File: src/rtl/led_ctrl_if.sv
// led_ctrl_if: button/LED bundle between the debounced button source and the
// LED controller.
//   btn_up, btn_down, btn_bright, btn_dim : debounced active-high button levels
//   leds   : 4-bit registered LED drive (count bits gated by pwm_on)
//   count  : signed counter value, -8..7
//   level  : brightness level, 0..4
//   pwm_on : registered PWM phase, 1 = LEDs lit
// Modports: master drives the buttons and observes the outputs; slave is the
// controller itself.
interface led_ctrl_if;
  logic              btn_up;
  logic              btn_down;
  logic              btn_bright;
  logic              btn_dim;
  logic [3:0]        leds;
  logic signed [3:0] count;
  logic [2:0]        level;
  logic              pwm_on;

  modport master (
    output btn_up, btn_down, btn_bright, btn_dim,
    input  leds, count, level, pwm_on
  );

  modport slave (
    input  btn_up, btn_down, btn_bright, btn_dim,
    output leds, count, level, pwm_on
  );
endinterface

File: src/rtl/led_ctrl.sv
// led_ctrl: button-driven LED controller.
// Detects press edges on four debounced buttons, keeps a saturating signed
// 4-bit counter (up/down) and a 0..4 brightness level (bright/dim), and shows
// the counter's raw two's-complement bits on four LEDs dimmed by a
// free-running PWM whose duty follows the level (5/25/50/75/100 %).
// Ports:
//   clk     : system clock, rising edge
//   reset_n : asynchronous active-low reset
//   bus     : led_ctrl_if.slave (buttons in; leds/count/level/pwm_on out)
// Parameter:
//   PWM_PERIOD : PWM frame length in clk cycles, multiple of 20 and >= 20
module led_ctrl #(
  parameter int PWM_PERIOD = 1000000
) (
  input  logic       clk,
  input  logic       reset_n,
  led_ctrl_if.slave  bus
);

  localparam int CW   = $clog2(PWM_PERIOD + 1);
  localparam int STEP = PWM_PERIOD / 20;

  localparam logic [CW-1:0] PWM_LAST = CW'(PWM_PERIOD - 1);
  localparam logic [CW-1:0] THR_0    = CW'(STEP);
  localparam logic [CW-1:0] THR_1    = CW'(STEP * 5);
  localparam logic [CW-1:0] THR_2    = CW'(STEP * 10);
  localparam logic [CW-1:0] THR_3    = CW'(STEP * 15);
  localparam logic [CW-1:0] THR_4    = CW'(PWM_PERIOD);

  localparam logic signed [3:0] COUNT_MAX = 4'b0111;
  localparam logic signed [3:0] COUNT_MIN = 4'b1000;
  localparam logic [2:0]        LEVEL_MAX = 3'd4;
  localparam logic [2:0]        LEVEL_MIN = 3'd0;

  // Button vector order: 0 = up, 1 = down, 2 = bright, 3 = dim.
  logic [3:0] btn_vec;
  logic [3:0] btn_q_reg;
  logic [3:0] press;

  logic signed [3:0] count_reg, count_next;
  logic [2:0]        level_reg, level_next;
  logic [CW-1:0]     pwm_cnt_reg, pwm_cnt_next;
  logic              pwm_on_reg, pwm_on_next;
  logic [3:0]        leds_reg, leds_next;
  logic [CW-1:0]     thr;

  assign btn_vec = {bus.btn_dim, bus.btn_bright, bus.btn_down, bus.btn_up};

  genvar gi;
  generate
    for (gi = 0; gi < 4; gi++) begin : g_edge
      assign press[gi] = btn_vec[gi] & ~btn_q_reg[gi];
    end
  endgenerate

  always_comb begin
    count_next   = count_reg;
    level_next   = level_reg;
    pwm_cnt_next = pwm_cnt_reg + 1'b1;
    thr          = THR_4;

    // Opposing presses in the same cycle cancel.
    if (press[0] && !press[1] && count_reg != COUNT_MAX) begin
      count_next = count_reg + 4'sd1;
    end else if (press[1] && !press[0] && count_reg != COUNT_MIN) begin
      count_next = count_reg - 4'sd1;
    end

    if (press[2] && !press[3] && level_reg != LEVEL_MAX) begin
      level_next = level_reg + 3'd1;
    end else if (press[3] && !press[2] && level_reg != LEVEL_MIN) begin
      level_next = level_reg - 3'd1;
    end

    if (pwm_cnt_reg == PWM_LAST) begin
      pwm_cnt_next = '0;
    end

    // The new level already steers this edge's PWM decision.
    case (level_next)
      3'd0:    thr = THR_0;
      3'd1:    thr = THR_1;
      3'd2:    thr = THR_2;
      3'd3:    thr = THR_3;
      default: thr = THR_4;
    endcase

    pwm_on_next = (pwm_cnt_reg < thr);
    leds_next   = $unsigned(count_next) & {4{pwm_on_next}};
  end

  always_ff @(posedge clk or negedge reset_n) begin
    if (!reset_n) begin
      // History starts high so a button held through reset is not a press.
      btn_q_reg   <= 4'b1111;
      count_reg   <= 4'sd0;
      level_reg   <= 3'd2;
      pwm_cnt_reg <= '0;
      pwm_on_reg  <= 1'b0;
      leds_reg    <= 4'b0000;
    end else begin
      btn_q_reg   <= btn_vec;
      count_reg   <= count_next;
      level_reg   <= level_next;
      pwm_cnt_reg <= pwm_cnt_next;
      pwm_on_reg  <= pwm_on_next;
      leds_reg    <= leds_next;
    end
  end

  assign bus.count  = count_reg;
  assign bus.level  = level_reg;
  assign bus.pwm_on = pwm_on_reg;
  assign bus.leds   = leds_reg;

endmodule
File: src/flat_wrapper.sv
// flat-port wrapper written by rule: the top's interface ports become plain ports
module led_ctrl_flat 
#(
  parameter int PWM_PERIOD = 1000000
)
  (clk, reset_n, bus_btn_up, bus_btn_down, bus_btn_bright, bus_btn_dim, bus_leds, bus_count, bus_level, bus_pwm_on);
  led_ctrl_if bus_i ();
  input  logic clk;
  input  logic reset_n;
  input wire logic [$bits(bus_i.btn_up)-1:0] bus_btn_up;
  input wire logic [$bits(bus_i.btn_down)-1:0] bus_btn_down;
  input wire logic [$bits(bus_i.btn_bright)-1:0] bus_btn_bright;
  input wire logic [$bits(bus_i.btn_dim)-1:0] bus_btn_dim;
  output wire logic [$bits(bus_i.leds)-1:0] bus_leds;
  output wire logic [$bits(bus_i.count)-1:0] bus_count;
  output wire logic [$bits(bus_i.level)-1:0] bus_level;
  output wire logic [$bits(bus_i.pwm_on)-1:0] bus_pwm_on;
  assign bus_i.btn_up = bus_btn_up;
  assign bus_i.btn_down = bus_btn_down;
  assign bus_i.btn_bright = bus_btn_bright;
  assign bus_i.btn_dim = bus_btn_dim;
  assign bus_leds = bus_i.leds;
  assign bus_count = bus_i.count;
  assign bus_level = bus_i.level;
  assign bus_pwm_on = bus_i.pwm_on;
  led_ctrl #(.PWM_PERIOD(PWM_PERIOD)) u_core (.clk(clk), .reset_n(reset_n), .bus(bus_i));
endmodule
File: config.mk
export PLATFORM = sky130hd
export DESIGN_NAME = led_ctrl_flat
export DESIGN_NICKNAME = d
export VERILOG_FILES = /design/src/rtl/led_ctrl_if.sv /design/src/rtl/led_ctrl.sv /design/src/flat_wrapper.sv
export SDC_FILE = /design/constraint.sdc
export NUM_CORES = 1
export LEC_CHECK = 0
export ABC_AREA = 1
export BUFFER_PORTS_ARGS = -buffer_cell sky130_fd_sc_hd__buf_2
export CORE_ASPECT_RATIO = 0.6
export CORE_MARGIN = 1
export CORE_UTILIZATION = 60
export DETAILED_ROUTE_END_ITERATION = 8
export PLACE_DENSITY = 0.8
export SLEW_MARGIN = 20
export SYNTH_ARGS = -nofsm -noshare
export SYNTH_HDL_FRONTEND = slang
export SYNTH_SLANG_ARGS = --single-unit
File: constraint.sdc
create_clock -name clk -period 4.6 [get_ports clk]
set_clock_uncertainty 0.2 [all_clocks]
set_input_delay 1.15 -clock clk [delete_from_list [all_inputs] [get_ports clk]]
set_output_delay 1.15 -clock clk [all_outputs]
set_load 0.01 [all_outputs]
== Word-level counts from Yosys, hierarchy flattened ==
Cells that the tools add are included.
Word-level totals
  flip-flop bits (word level): 36
  word-level logic and storage cells: 48
Cells by class
  add/subtract/negate cells: 5
  $lt $le $gt $ge: 1
  eq/ne operators: 7
  multiplexer cells: 6
  bitwise gates (word level): 9
  reductions and logical operators: 14
Operator list (count)
  one-hot mux 20 bit (4 select lines): 1
  adder 20 x 1 -> 20 bit, second input constant: 1
  equality test 20 bit, second input constant: 1
  < comparator 20 bit: 1
  2-to-1 mux 20 bit: 1
  logical AND 1 bit: 8
  2-to-1 mux 4 bit: 2
  inequality test 4 bit, second input constant: 2
  equality test 3 x 2 -> 1 bit, second input constant: 2
  2-to-1 mux 3 bit: 2
  adder 4 x 2 -> 4 bit, second input constant: 1
  bitwise AND 1 bit: 4
  bitwise AND 4 bit: 1
  logical NOT 1 bit: 4
  NOT 1 bit: 4
  subtractor 4 x 2 -> 4 bit, second input constant: 1
  adder 3 x 1 -> 3 bit, second input constant: 1
  equality test 3 x 1 -> 1 bit, second input constant: 1
  logical NOT 3 bit: 1
  inequality test 3 bit, second input constant: 1
  nonzero test 3 bit: 1
  subtractor 3 x 1 -> 3 bit, second input constant: 1

== Depth between registers and ports, before layout ==
Gate-level depths: netlist of the first run.
  depth in word-level cells: 11
  mapped depth: 22

== Least setup slack after synthesis of the first run ==
OpenSTA, ideal clock, no wires.
  kind: input -> register
  from: in bus_btn_bright
  to: reg u_core.leds_reg[1], in the netlist u_core.bus.leds[1]
  library setup time: 125 ps
  arrival: 3026 ps
  path slack: 1249 ps
  stages on the path: 16
  cells stage by stage: inv_1 > nor2_1 > nand3_1 > a21oi_2 > inv_1 > nor2_1 > inv_1 > nand2_1 > nor2_1 > ha_1 > a21oi_1 > or2_2 > o2111ai_1 > inv_1 > nand2_2 > nor2_1
On the way
  longest elaborated chain between the ends: 10
Ends and longest elaborated chain
  start, declared: RTL line flat_wrapper.sv:12  | input wire logic [$bits(bus_i.btn_bright)-1:0] bus_btn_bright;
  bitwise AND 1 bit (*): RTL line led_ctrl.sv:52  | assign press[gi] = btn_vec[gi] & ~btn_q_reg[gi];
  logical NOT 1 bit: RTL line led_ctrl.sv:71  | end else if (press[3] && !press[2] && level_reg != LEVEL_MIN) begin
  logical AND 1 bit (2 in a row): RTL line led_ctrl.sv:71
  2-to-1 mux 3 bit: RTL line led_ctrl.sv:71
  2-to-1 mux 3 bit (*): RTL line led_ctrl.sv:69  | if (press[2] && !press[3] && level_reg != LEVEL_MAX) begin
  net u_core.level_next[2]: RTL line led_ctrl.sv:41  | logic [2:0] level_reg, level_next;
  equality test 3 x 2 -> 1 bit (tied with other cells): RTL line led_ctrl.sv:80  | case (level_next)
  one-hot mux 20 bit (4 select lines) (*): RTL line led_ctrl.sv:80
  < comparator 20 bit (*): RTL line led_ctrl.sv:88  | pwm_on_next = (pwm_cnt_reg < thr);
  bitwise AND 4 bit (*): RTL line led_ctrl.sv:89  | leds_next = $unsigned(count_next) & {4{pwm_on_next}};
  net u_core.leds_next[1]: RTL line led_ctrl.sv:44  | logic [3:0] leds_reg, leds_next;
  end signal, assigned: RTL line led_ctrl.sv:107  | leds_reg <= leds_next;
  end, declared: RTL line led_ctrl.sv:44
Mark *: on every way through the listed nets, which the timed path passes. The rest lies on a longest branch.

== Worst setup path after layout of the first run ==
  from: in bus_btn_bright
  to: reg u_core.leds_reg[2], in the netlist u_core.bus.leds[2]
The elaborated chain is that of the path after synthesis.

==> impl_summary.txt, run 1 <==
----------------------------------------------------
[Hold path]
  Kind of path behind the tightest hold check ... register to register
  Start point of the worst hold path ... u_core.pwm_cnt_reg[2]
  Hold Path Stages ... 1
  Hold EP ... u_core.pwm_cnt_reg[2]

[Drt]
  Number of vias per cell after detailed routing ... 5.14
  Routed wire length ... 4.48 mm
  WL/cell ... about 13 um
  Detailed-route via count ... 1,798
  Number of DRC markers in iteration 0 ... 190
  Iteration count of the initial detailed-routing pass ... 4
  Count of nets left with antenna violations after detail routing ... 0
  Final routed DRC violation total ... 0

[Critical path]
  Startpoint class of the critical path ... input port
  R2R Path End ... u_core.bus.leds[2]
  Launch instance of the worst register-to-register path ... u_core.bus.level[1]
  Register-to-Register Setup Slack ... 1.37 ns
  Crit path kind ... input port to register
  CP Max Fanout ... 6
  CP Launch Point ... bus_btn_bright
  Number of cells on the worst reg-to-reg path ... 19
  Critical path capture point type ... register
  CP arrival ... 3.50 ns
  Required time of the critical path ... between 4 and 5 ns

[Clocking]
  Postcts setup bufs ... 0
  Clock tree from TritonCTS ... yes
  Clk root buf ... sky130_fd_sc_hd__clkbuf_8
  Count of clock tree sinks ... 36
  Inserted Clock Buffers ... 5
  CTS-repair resized insts ... 0
  Clock-pin slew on the worst setup and hold paths ... 0.07 ns
  Clock latency at the later pin of the worst-skew pair ... 0.29 ns
  Hold_buf cts ... 0
  Number of H-tree branching levels ... 2
  Maximum buffer depth of the clock tree ... 2

[Finish]
  Number of nets in the layout ... ~330
  N_diodes ... 0
  Area growth syn-to-layout ... 10.6%
  Final standard cell area without fillers ... 0.00245 sq mm
  Max reg flops ... 20
  Layout cell share with drive strength beyond 1 ... 0.167
  Number of inserted filler cells in the final layout ... 270

[Job]
  Number of max-capacitance violations reported ... 0

[Synthesis]
  Sequential area share after synthesis ... 0.409
  Post-synth top flop ... sky130_fd_sc_hd__dfrtp_1
  Async set or reset register ratio after synthesis ... 1.00
  Most common library cells after synthesis ... sky130_fd_sc_hd__inv_1 (62), sky130_fd_sc_hd__nand2_1 (50), sky130_fd_sc_hd__dfrtp_1 (31)
  EDFF count, synth ... 0
  Cell count after synthesis ... between 200 and 300
  Nets in the synthesized netlist ... 305
  Mean post-synth cell area ... between 7 and 8 sq um
  Cell with the most instances after synthesis ... sky130_fd_sc_hd__inv_1
  Number of register bits inferred by synthesis ... 36
  Yosys cell types ... 31
  Dominant cells by area after synthesis ... sky130_fd_sc_hd__dfrtp_1 (35%), sky130_fd_sc_hd__ha_1 (11%), sky130_fd_sc_hd__inv_1 (11%)
  Yosys top cell area share ... 0.350
  Synth Warn # ... 0
  Netlist area before placement ... around 0.0022 sq mm
  Dominant cell type by area after synthesis ... sky130_fd_sc_hd__dfrtp_1

[Floorplanning]
  Floorplan die area ... 0.00395 sq mm
  Cell row count ... 16
  Core area ... 0.00338 sq mm
  Die height ... 49.1 um
  Top-level I/O count ... 18
  Die boundary width ... between 80 and 90 um
  Initial core utilization ... 0.655

[Place]
  Setup slack after placement ... 0.846 ns
  Placer congestion estimate ... 0.918
  Post-detailed-placement cell area ... 0.00236 sq mm
  Total half-perimeter wirelength after legalization and detailed placement ... 3.50 mm
  Count of input and output buffers ... 17

[Global routing]
  Maximum number of pins on one net before global-route repair ... 37
  Global router's overall resource usage ... 0.262
  Number of antenna violations at the first check in global routing ... 0
  Via count of the first global-routing pass ... 1,680
  Total gr overflow ... 0
  Wire length of the first global-routing pass ... 7.63 mm

[Status]
  Run status ... finished, final reports clean

[Pwr]
  Maximum ir drop on the vdd rail ... 0.269 mV
  Leakage power figure ... 1.32 nW
  Total power divided by cell area ... about 460 mW/mm^2

[Timing]
  Final Cycle Share ... 0.758
  Final setup TNS ... 0 ns
  Worst slew margin relative to its limit ... 0.354
  Worst Max-Slew Pin Slew ... 0.961 ns
  Worst Setup Slack, final ... 1.11 ns
  Hold Vio Cnt, Final ... 0
  Highest achievable clock rate ... roughly 290 MHz
  RSZ-0062 raised after global routing ... no
  WHS ... 0.320 ns
  Final Max Tran Viols ... 0
  Total setup violations reported at the end of the flow ... 0
  Clock period minus worst slack ... 3.49 ns

----------------------------------------------------
==> per-layer routing <==
metal  share of wire  global-route usage  routed length [um]
met5               0                   0                   0
met3           0.066              0.0673                 295
met1            0.53               0.410                2370
met2            0.39               0.355                1760
met4           0.011              0.0714                  50
==> per-stage QoR <==
step | cells | utilization | power, mW
2_1_floorplan | 280 | - | 0.748
3_3_place_gp | 342 | 0.697 | 0.872
3_5_place_dp | 342 | 0.697 | 0.888
4_1_cts | 350 | 0.724 | 1.12
5_1_grt | 350 | 0.724 | 1.22
6_report | 350 | 0.724 | 1.12
==> cells in the final DEF (no fill, tap or decap), types with 7 or more instances in the layout <==
master                     n
sky130_fd_sc_hd__a21oi_1  12
sky130_fd_sc_hd__buf_2    17
sky130_fd_sc_hd__dfrtp_1  31
sky130_fd_sc_hd__ha_1     19
sky130_fd_sc_hd__inv_1    62
sky130_fd_sc_hd__nand2_1  50
sky130_fd_sc_hd__nand3_1  15
sky130_fd_sc_hd__nor2_1   27
sky130_fd_sc_hd__o21ai_0   7
sky130_fd_sc_hd__xor2_1    7
==> layout make-up <==
class	instances	area, sq um	area share
multi-input cells	179	1060	0.435
repair buffers	17	85.1	0.0347
clock inverters	2	10.0	0.00409
well taps	45	56.3	0.0230
flip-flops and latches	36	907	0.370
inverters	65	244	0.0996
clock buffers	6	82.6	0.0337
==> report_power, final <==
group,total [mW],switching [mW],internal (mW),leakage [nW]
Combinational,0.473,0.298,0.175,0.829
Clock,0.230,0.111,0.119,0.0510
Sequential,0.418,0.0458,0.373,0.444
==> worst max-delay path: stages <==
cell                        delay [ns]
sky130_fd_sc_hd__buf_2            0.09
sky130_fd_sc_hd__inv_1            0.04
sky130_fd_sc_hd__nor2_1           0.16
sky130_fd_sc_hd__nand3_1          0.22
sky130_fd_sc_hd__nor2_1           0.18
sky130_fd_sc_hd__a21oi_2          0.06
sky130_fd_sc_hd__inv_1            0.15
sky130_fd_sc_hd__nor2_1           0.07
sky130_fd_sc_hd__inv_1            0.09
sky130_fd_sc_hd__nand2_1          0.10
sky130_fd_sc_hd__nor2_1           0.21
sky130_fd_sc_hd__ha_1             0.30
sky130_fd_sc_hd__a21oi_1          0.15
sky130_fd_sc_hd__or2_2            0.12
sky130_fd_sc_hd__o2111ai_1        0.11
sky130_fd_sc_hd__inv_1            0.09
sky130_fd_sc_hd__nand2_2          0.08
sky130_fd_sc_hd__nor2_1           0.12
==> how the worst max path moves through the flow <==
stage | to | slack (ns) | cells past startpoint
floorplan | u_core.bus.leds[1] | 1.25 | 16
global placement | u_core.bus.leds[1] | 0.99 | 17
detailed placement | u_core.bus.leds[2] | 0.85 | 18
CTS | u_core.bus.leds[2] | 1.14 | 18
global route | u_core.bus.leds[2] | 0.81 | 17
finish | u_core.bus.leds[2] | 1.11 | 18
==> cells by family after synthesis <==
logic type,Yosys count,synth area share
simple gates,123,0.266
buf+inv,65,0.110
flops,36,0.409
compound gates,28,0.0717
fa+ha+maj,19,0.107
xor+xnor,9,0.0356
Note: power is estimated with default switching activity, not from simulation.
==> inputs of run 2 (changes only) <==
--- a/config.mk
+++ b/config.mk
@@ -5,13 +5,13 @@
 export SDC_FILE = /design/constraint.sdc
 export NUM_CORES = 1
 export LEC_CHECK = 0
-export ABC_AREA = 1
+export ABC_AREA = 0
 export BUFFER_PORTS_ARGS = -buffer_cell sky130_fd_sc_hd__buf_2
 export CORE_ASPECT_RATIO = 0.6
 export CORE_MARGIN = 1
-export CORE_UTILIZATION = 60
+export CORE_UTILIZATION = 53
 export DETAILED_ROUTE_END_ITERATION = 8
-export PLACE_DENSITY = 0.8
+export PLACE_DENSITY = 0.75
 export SLEW_MARGIN = 20
 export SYNTH_ARGS = -nofsm -noshare
 export SYNTH_HDL_FRONTEND = slang
==> constraint.sdc (replaced) <==
create_clock -name clk -period 2.8 [get_ports clk]
set_clock_uncertainty 0.2 [all_clocks]
set_input_delay 0.7 -clock clk [delete_from_list [all_inputs] [get_ports clk]]
set_output_delay 0.7 -clock clk [all_outputs]
set_load 0.01 [all_outputs]
==> impl_summary.txt, run 2 <==
----------------------------------------------------
[Synthesis]
  Most common library cells after synthesis ... sky130_fd_sc_hd__dfrtp_1 (31), sky130_fd_sc_hd__nand2_1 (21), sky130_fd_sc_hd__ha_1 (19)
  Mean post-synth cell area ... 10.3 sq um (+31%)
  Dominant cell type by area after synthesis ... sky130_fd_sc_hd__dfrtp_1
  EDFF count, synth ... 0 (unchanged)
  Yosys top cell area share ... 0.370 (+0.0198)
  Cell count after synthesis ... 203 (-28%)
  Post-synth top flop ... sky130_fd_sc_hd__dfrtp_1
  Netlist area before placement ... 0.00210 sq mm (-5.4%)
  Yosys cell types ... 48 (+55%)
  Synth Warn # ... 0 (unchanged)
  Cell with the most instances after synthesis ... sky130_fd_sc_hd__dfrtp_1
  Number of register bits inferred by synthesis ... 36 (unchanged)
  Dominant cells by area after synthesis ... sky130_fd_sc_hd__dfrtp_1 (37%), sky130_fd_sc_hd__ha_1 (11%), sky130_fd_sc_hd__dfstp_2 (6.3%)
  Async set or reset register ratio after synthesis ... 1.00 (unchanged)
  Nets in the synthesized netlist ... 228 (-25%)
  Sequential area share after synthesis ... 0.433 (+0.0232)

[Timing]
  WHS ... 0.275 ns (-0.0451 ns)
  Final setup TNS ... -2.39 ns (-2.39 ns)
  Clock period minus worst slack ... 3.28 ns
  Highest achievable clock rate ... 304 MHz
  Final Max Tran Viols ... 0 (unchanged)
  Worst Max-Slew Pin Slew ... 0.767 ns (-0.193 ns)
  Final Cycle Share ... 1.17
  Worst Setup Slack, final ... -0.484 ns (-1.60 ns)
  Worst slew margin relative to its limit ... 0.488 (+0.135)
  Hold Vio Cnt, Final ... 0 (unchanged)
  Total setup violations reported at the end of the flow ... 5 (+5)
  RSZ-0062 raised after global routing ... yes

[Pwr]
  Leakage power figure ... 1.28 nW (-3.5%)
  Part of the total power dissipated in sequential elements ... 0.279 (-0.094)
  Clock power frac ... 0.255 (+0.050)
  Internal power summed over all cells ... 1.63 mW (+140%)
  Total power consumption of the routed design ... 2.50 mW (+120%)
  Share of power burned in combinational logic ... 0.466 (+0.044)
  Sw Share ... 0.348 (-0.0564)
  Maximum ir drop on the vdd rail ... 0.572 mV (+110%)
  Total power divided by cell area ... 949 mW/mm^2 (+110%)
  Net Sw Power ... 0.870 mW (+92%)

[Job]
  Number of max-capacitance violations reported ... 0 (unchanged)

[Finish]
  Final standard cell area without fillers ... 0.00263 sq mm (+7.4%)
  Non-Filler Instances ... 295 (-16%)
  Commonest non-fill, non-tap cell in the layout ... sky130_fd_sc_hd__dfrtp_1
  Utilization after layout ... 0.707 (-0.0176)
  Max reg flops ... 20 (unchanged)
  Area growth syn-to-layout ... 25.4%
  N_diodes ... 0 (unchanged)
  Layout cell share with drive strength beyond 1 ... 0.306 (+0.139)
  Number of inserted filler cells in the final layout ... 264 (-2.2%)
  Number of nets in the layout ... 272 (-17%)
  Commonest cells after routing, fill and taps aside ... sky130_fd_sc_hd__dfrtp_1 (31), sky130_fd_sc_hd__nand2_1 (21), sky130_fd_sc_hd__buf_4 (21), sky130_fd_sc_hd__nor2_1 (18)

[Clocking]
  Clock-pin slew on the worst setup and hold paths ... 0.07 ns (about the same)
  Maximum buffer depth of the clock tree ... 2 (unchanged)
  Clock latency at the later pin of the worst-skew pair ... 0.29 ns (about the same)
  Count of clock tree sinks ... 36 (unchanged)
  Clock tree from TritonCTS ... yes
  Inserted Clock Buffers ... 5 (unchanged)
  Clk root buf ... sky130_fd_sc_hd__clkbuf_8
  Number of H-tree branching levels ... 2 (unchanged)

[Drt]
  Final routed DRC violation total ... 0 (unchanged)
  WL/cell ... 14.8 um (+16%)
  Number of DRC markers in iteration 0 ... 66 (-65%)
  Count of nets left with antenna violations after detail routing ... 0 (unchanged)
  Detailed-route via count ... 1,602 (-11%)
  Iteration count of the initial detailed-routing pass ... 4 (unchanged)
  Routed wire length ... 4.38 mm (-2.3%)
  Number of vias per cell after detailed routing ... 5.43 (+5.7%)

[Place]
  Placer congestion estimate ... 0.862 (-6.1%)
  Number of cells after detailed placement ... 286 (-16%)
  Post-detailed-placement cell area ... 0.00243 sq mm (+3.3%)
  Setup slack after placement ... -0.705 ns (-1.55 ns)
  Count of input and output buffers ... 17 (unchanged)
  Total half-perimeter wirelength after legalization and detailed placement ... 3.23 mm (-7.6%)

[Floorplanning]
  Floorplan die area ... 0.00422 sq mm (+6.9%)
  Cell row count ... 17 (+1)
  Die boundary width ... 83.2 um (+3.4%)
  Core area ... 0.00372 sq mm (+10%)
  Initial core utilization ... 0.563 (-0.0916)
  Top-level I/O count ... 18 (unchanged)
  Die height ... 50.7 um (+3.4%)

[Critical path]
  Required time of the critical path ... 2.78 ns (-1.83 ns)
  CP arrival ... 3.26 ns (-0.24 ns)
  Critical-path cell list ... inv_2 > ha_4 > a2111oi_4 > buf_4 > nor3_1 > a21o_1 > o21a_1 > ha_1 > o21a_1 > nor3_1 > o41ai_2 > nand2_1 > a41oi_4 > nor2_1
  Register-to-Register Setup Slack ... -0.48 ns (-1.85 ns)
  Slowest cell on the critical path ... sky130_fd_sc_hd__dfstp_2
  Startpoint class of the critical path ... register
  Crit path kind ... register to register
  Delay of the slowest critical-path stage ... 0.54 ns (+0.24 ns)
  Worst path buffer plus inverter count ... 2 (-3)
  Critical path capture point type ... register
  Cell type group with the largest total delay on the critical path ... compound AO/OA/AOI/OAI gates
  CP Max Fanout ... 7 (+1)

[Status]
  Run status ... finished with violations
  Failing checks ... negative setup slack

[Global routing]
  Via count of the first global-routing pass ... 1,545 (-8.0%)
  Maximum number of pins on one net before global-route repair ... 37 (unchanged)
  Wire length of the first global-routing pass ... 7.53 mm (-1.4%)
  Total gr overflow ... 0 (unchanged)
  Global router's overall resource usage ... 0.234 (-0.0284)
  Number of antenna violations at the first check in global routing ... 0 (unchanged)

[Hold path]
  Kind of path behind the tightest hold check ... input port to async pin

----------------------------------------------------
[run 2: final timing paths]
path | startpoint | to | cells after the start
worst max-delay path | u_core.bus.level[1] | u_core.bus.leds[2] | 14
worst min-delay path | reset_n | u_core.bus.count[0] | 1
worst max register to register | u_core.bus.level[1] | u_core.bus.leds[2] | 14
worst min register to register | u_core.pwm_cnt_reg[0] | u_core.pwm_cnt_reg[0] | 1
max in group asynchronous | reset_n | u_core.pwm_cnt_reg[8] | 1
min in group clk | u_core.pwm_cnt_reg[0] | u_core.pwm_cnt_reg[0] | 1
[run 2: layout make-up]
class / count / area, sq um / area share
Clock buffer: 5 / 68.8 / 0.0262
Clock inverter: 3 / 90.1 / 0.0343
Inverter: 9 / 33.8 / 0.0128
Multi-Input combinational cell: 157 / 1230 / 0.467
Sequential cell: 36 / 907 / 0.345
Tap cell: 47 / 58.8 / 0.0224
Timing Repair Buffer: 38 / 243 / 0.0923
[run 2: kinds of logic after synthesis]
group,count (synthesis),share of synthesized area
multiplexers,4,0.0191
flip-flops,36,0.433
AND/OR/NAND/NOR,88,0.224
buffers and inverters,10,0.0197
XOR/XNOR,18,0.0788
adder cells (fa/ha/maj),19,0.113
AO/OA/AOI/OAI,28,0.113
[run 2: repair_timing]
item,4_1_cts,5_1_grt
hold buffers,0,0
buffers inserted,1,0
endpoints found under the setup margin,5,5
pin swaps,4,4
resized for setup,0,5
[run 2: worst register-to-register path: cells and delay by family (launching register included)]
kind / cells / cell delay, ns
AO/OA/AOI/OAI: 6 / 1.43
flip-flops: 1 / 0.54
buffers and inverters: 2 / 0.23
AND/OR/NAND/NOR: 4 / 0.30
adder cells (fa/ha/maj): 2 / 0.47
[run 2: power by group through the flow]
| stage | Sequential [mW] | Combinational, mW | Clock (mW) |
|---|---|---|---|
| after floorplan | 0.745 | 0.624 | 0 |
| after global placement | 0.701 | 1.08 | 0 |
| after detailed placement | 0.704 | 1.10 | 0 |
| after CTS | 0.696 | 1.12 | 0.642 |
| after global routing | 0.707 | 1.31 | 0.670 |
| final | 0.696 | 1.16 | 0.636 |
[run 2: routing by layer]
layer,GRT usage,share of wire,wire length (um)
met5,0,0,0
met4,0.0603,0.011,48
met3,0.0559,0.053,230
met2,0.317,0.38,1680
met1,0.365,0.55,2420
==> inputs of run 3 (changes only) <==
==> constraint.sdc (replaced) <==
create_clock -name clk -period 2.8 [get_ports clk]
set_clock_uncertainty 0.2 [all_clocks]
set_input_delay 0.7 -clock clk [delete_from_list [all_inputs] [get_ports clk]]
set_output_delay 0.7 -clock clk [all_outputs]
set_load 0.005 [all_outputs]
==> impl_summary.txt, run 3 (same netlist as run 2, synthesis figures left out) <==
----------------------------------------------------
[Status]
  Run status ... finished with violations
  Failing checks ... negative setup slack

[Critical path]
  Delay of the slowest critical-path stage ... 0.55 ns (about the same)
  Startpoint class of the critical path ... register
  Critical path capture point type ... register
  R2R Path End ... u_core.bus.leds[3]
  Launch instance of the worst register-to-register path ... u_core.bus.level[1]
  Required time of the critical path ... 2.77 ns (about the same)
  End of the critical path ... u_core.bus.leds[3]
  Number of cells on the worst reg-to-reg path ... 13 (-1)
  CP Launch Point ... u_core.bus.level[1]
  CP Max Fanout ... 5 (-2)
  Slowest cell on the critical path ... sky130_fd_sc_hd__dfstp_2
  Critical-path cell list ... inv_2 > ha_4 > a2111oi_4 > or2_4 > xnor2_2 > inv_2 > o21a_4 > ha_4 > nand2_2 > o41ai_2 > nand2_1 > a41oi_4 > nor2_1
  CP arrival ... 3.30 ns (+0.04 ns)
  Crit path kind ... register to register
  Register-to-Register Setup Slack ... -0.53 ns (-0.05 ns)

[Timing]
  Worst Setup Slack, final ... -0.535 ns (-0.0502 ns)
  Final Max Tran Viols ... 0 (unchanged)
  Hold Vio Cnt, Final ... 0 (unchanged)
  Total setup violations reported at the end of the flow ... 5 (unchanged)
  Highest achievable clock rate ... 300 MHz (-1.5%)
  Worst Max-Slew Pin Slew ... 0.794 ns (+0.0262 ns)
  Worst slew margin relative to its limit ... 0.471 (-0.0175)
  Clock period minus worst slack ... 3.33 ns (+0.0502 ns)
  Final setup TNS ... -2.63 ns (-0.249 ns)
  Final Cycle Share ... 1.19 (+0.0179)
  RSZ-0062 raised after global routing ... yes

[Hold path]
  Kind of path behind the tightest hold check ... input port to async pin

[Drt]
  Routed wire length ... 4.84 mm (+11%)
  Detailed-route via count ... 1,669 (+4.2%)
  Iteration count of the initial detailed-routing pass ... 4 (unchanged)
  WL/cell ... 16.4 um (+10%)
  Number of DRC markers in iteration 0 ... 114 (+73%)
  Count of nets left with antenna violations after detail routing ... 0 (unchanged)
  Final routed DRC violation total ... 0 (unchanged)
  Number of vias per cell after detailed routing ... 5.64 (+3.8%)

[Clocking]
  Maximum buffer depth of the clock tree ... 2 (unchanged)
  Hold_buf cts ... 0 (unchanged)
  Count of clock tree sinks ... 36 (unchanged)
  Clock latency at the later pin of the worst-skew pair ... 0.29 ns (about the same)
  Number of H-tree branching levels ... 2 (unchanged)
  Inserted Clock Buffers ... 5 (unchanged)
  Clock tree from TritonCTS ... yes
  Clk root buf ... sky130_fd_sc_hd__clkbuf_8
  Clock-pin slew on the worst setup and hold paths ... 0.08 ns (about the same)

[Floorplanning]
  Top-level I/O count ... 18 (unchanged)
  Floorplan die area ... 0.00422 sq mm (unchanged)
  Die boundary width ... 83.2 um (unchanged)
  Core area ... 0.00372 sq mm (unchanged)
  Initial core utilization ... 0.563 (unchanged)
  Die height ... 50.7 um (unchanged)
  Cell row count ... 17 (unchanged)

[Finish]
  Utilization after layout ... 0.718 (+0.0111)
  Commonest non-fill, non-tap cell in the layout ... sky130_fd_sc_hd__dfrtp_1
  Number of nets in the layout ... 273 (+0.37%)
  N_diodes ... 0 (unchanged)
  Area growth syn-to-layout ... 27.4%
  Layout cell share with drive strength beyond 1 ... 0.341 (+0.0349)
  Commonest cells after routing, fill and taps aside ... sky130_fd_sc_hd__dfrtp_1 (31), sky130_fd_sc_hd__buf_4 (21), sky130_fd_sc_hd__nand2_1 (19), sky130_fd_sc_hd__nor2_1 (18), sky130_fd_sc_hd__buf_2 (17)
  Max reg flops ... 20 (unchanged)

[Global routing]
  Via count of the first global-routing pass ... 1,625 (+5.2%)
  Total gr overflow ... 0 (unchanged)
  Global router's overall resource usage ... 0.259 (+0.0246)
  Number of antenna violations at the first check in global routing ... 0 (unchanged)
  Maximum number of pins on one net before global-route repair ... 37 (unchanged)
  Wire length of the first global-routing pass ... 8.18 mm (+8.7%)

[Pwr]
  Leakage power figure ... 1.28 nW (-0.14%)
  Total power consumption of the routed design ... 2.54 mW (+1.6%)
  Total power divided by cell area ... 950 mW/mm^2 (about the same)
  Maximum ir drop on the vdd rail ... 0.674 mV (+18%)

[Place]
  Total half-perimeter wirelength after legalization and detailed placement ... 3.36 mm (+3.9%)
  Count of input and output buffers ... 17 (unchanged)
  Placer congestion estimate ... 0.833 (-3.4%)

[Job]
  Number of max-capacitance violations reported ... 0 (unchanged)

----------------------------------------------------
run 3: cell count changes in the layout (fill, tap and decap cells not counted), moves of 2 or more:
cell / delta
sky130_fd_sc_hd__bufinv_16: -2
sky130_fd_sc_hd__clkbuf_8: +2
sky130_fd_sc_hd__ha_1: -2
sky130_fd_sc_hd__ha_4: +2
sky130_fd_sc_hd__nand2_1: -2
sky130_fd_sc_hd__nand2_2: +2
run 3: stage by stage:
step	hold slack (ns)	area [sq um]	std cells	setup WS, ns
after floorplan	0.204	2160	203	-0.292
after global placement	0.298	2440	286	-0.617
after detailed placement	0.302	2440	286	-0.683
after CTS	0.314	2630	296	-0.449
after global routing	0.303	2670	296	-0.683
final	0.290	2670	296	-0.535
run 3: worst min-delay path by stage:
stage | to | cells past startpoint | slack, ns
detailed placement | u_core.pwm_cnt_reg[19] | 1 | 0.30
finish | u_core.bus.leds[3] | 1 | 0.29
global placement | u_core.pwm_cnt_reg[19] | 1 | 0.30
CTS | u_core.btn_q_reg[2] | 1 | 0.31
floorplan | u_core.bus.count[0] | 0 | 0.20
global route | u_core.btn_q_reg[2] | 1 | 0.30
run 3: report_power, final:
part	leakage (nW)	total (mW)	internal, mW	switching, mW
combinational	0.770	1.34	0.658	0.684
clock	0.0645	0.503	0.314	0.189
sequential	0.441	0.692	0.612	0.0793
run 3: timing repair:
| item | CTS | global route |
|---|---|---|
| setup endpoints to repair | 5 | 5 |
| setup buffers | 2 | 0 |
| resized for setup | 9 | 6 |
| pin swaps | 5 | 4 |
run 3: worst max-delay path, delay by kind of cell, from the launching register on:
family | cells | cell delay (ns)
AO/OA/AOI/OAI | 4 | 1.25
XOR/XNOR | 1 | 0.13
adder cells (fa/ha/maj) | 2 | 0.44
buffers and inverters | 2 | 0.16
flip-flops | 1 | 0.55
AND/OR/NAND/NOR | 4 | 0.51
run 3: routing by layer:
metal / part of all wire / vias to the layer above / track usage
met1: 0.52 / 799 / 0.398
met4: 0.021 / 0 / 0.0948
met5: 0 / - / 0
met2: 0.40 / 46 / 0.348
met3: 0.058 / 12 / 0.0576
li1: - / 812 / -
run 3: area by class of cell:
cell class	count	area [sq um]
clock inverters	1	30.0
repair buffers	39	254
fillers	255	1050
clock buffers	7	96.3
well taps	47	58.8
inverters	9	33.8
multi-input cells	157	1290
flip-flops and latches	36	907
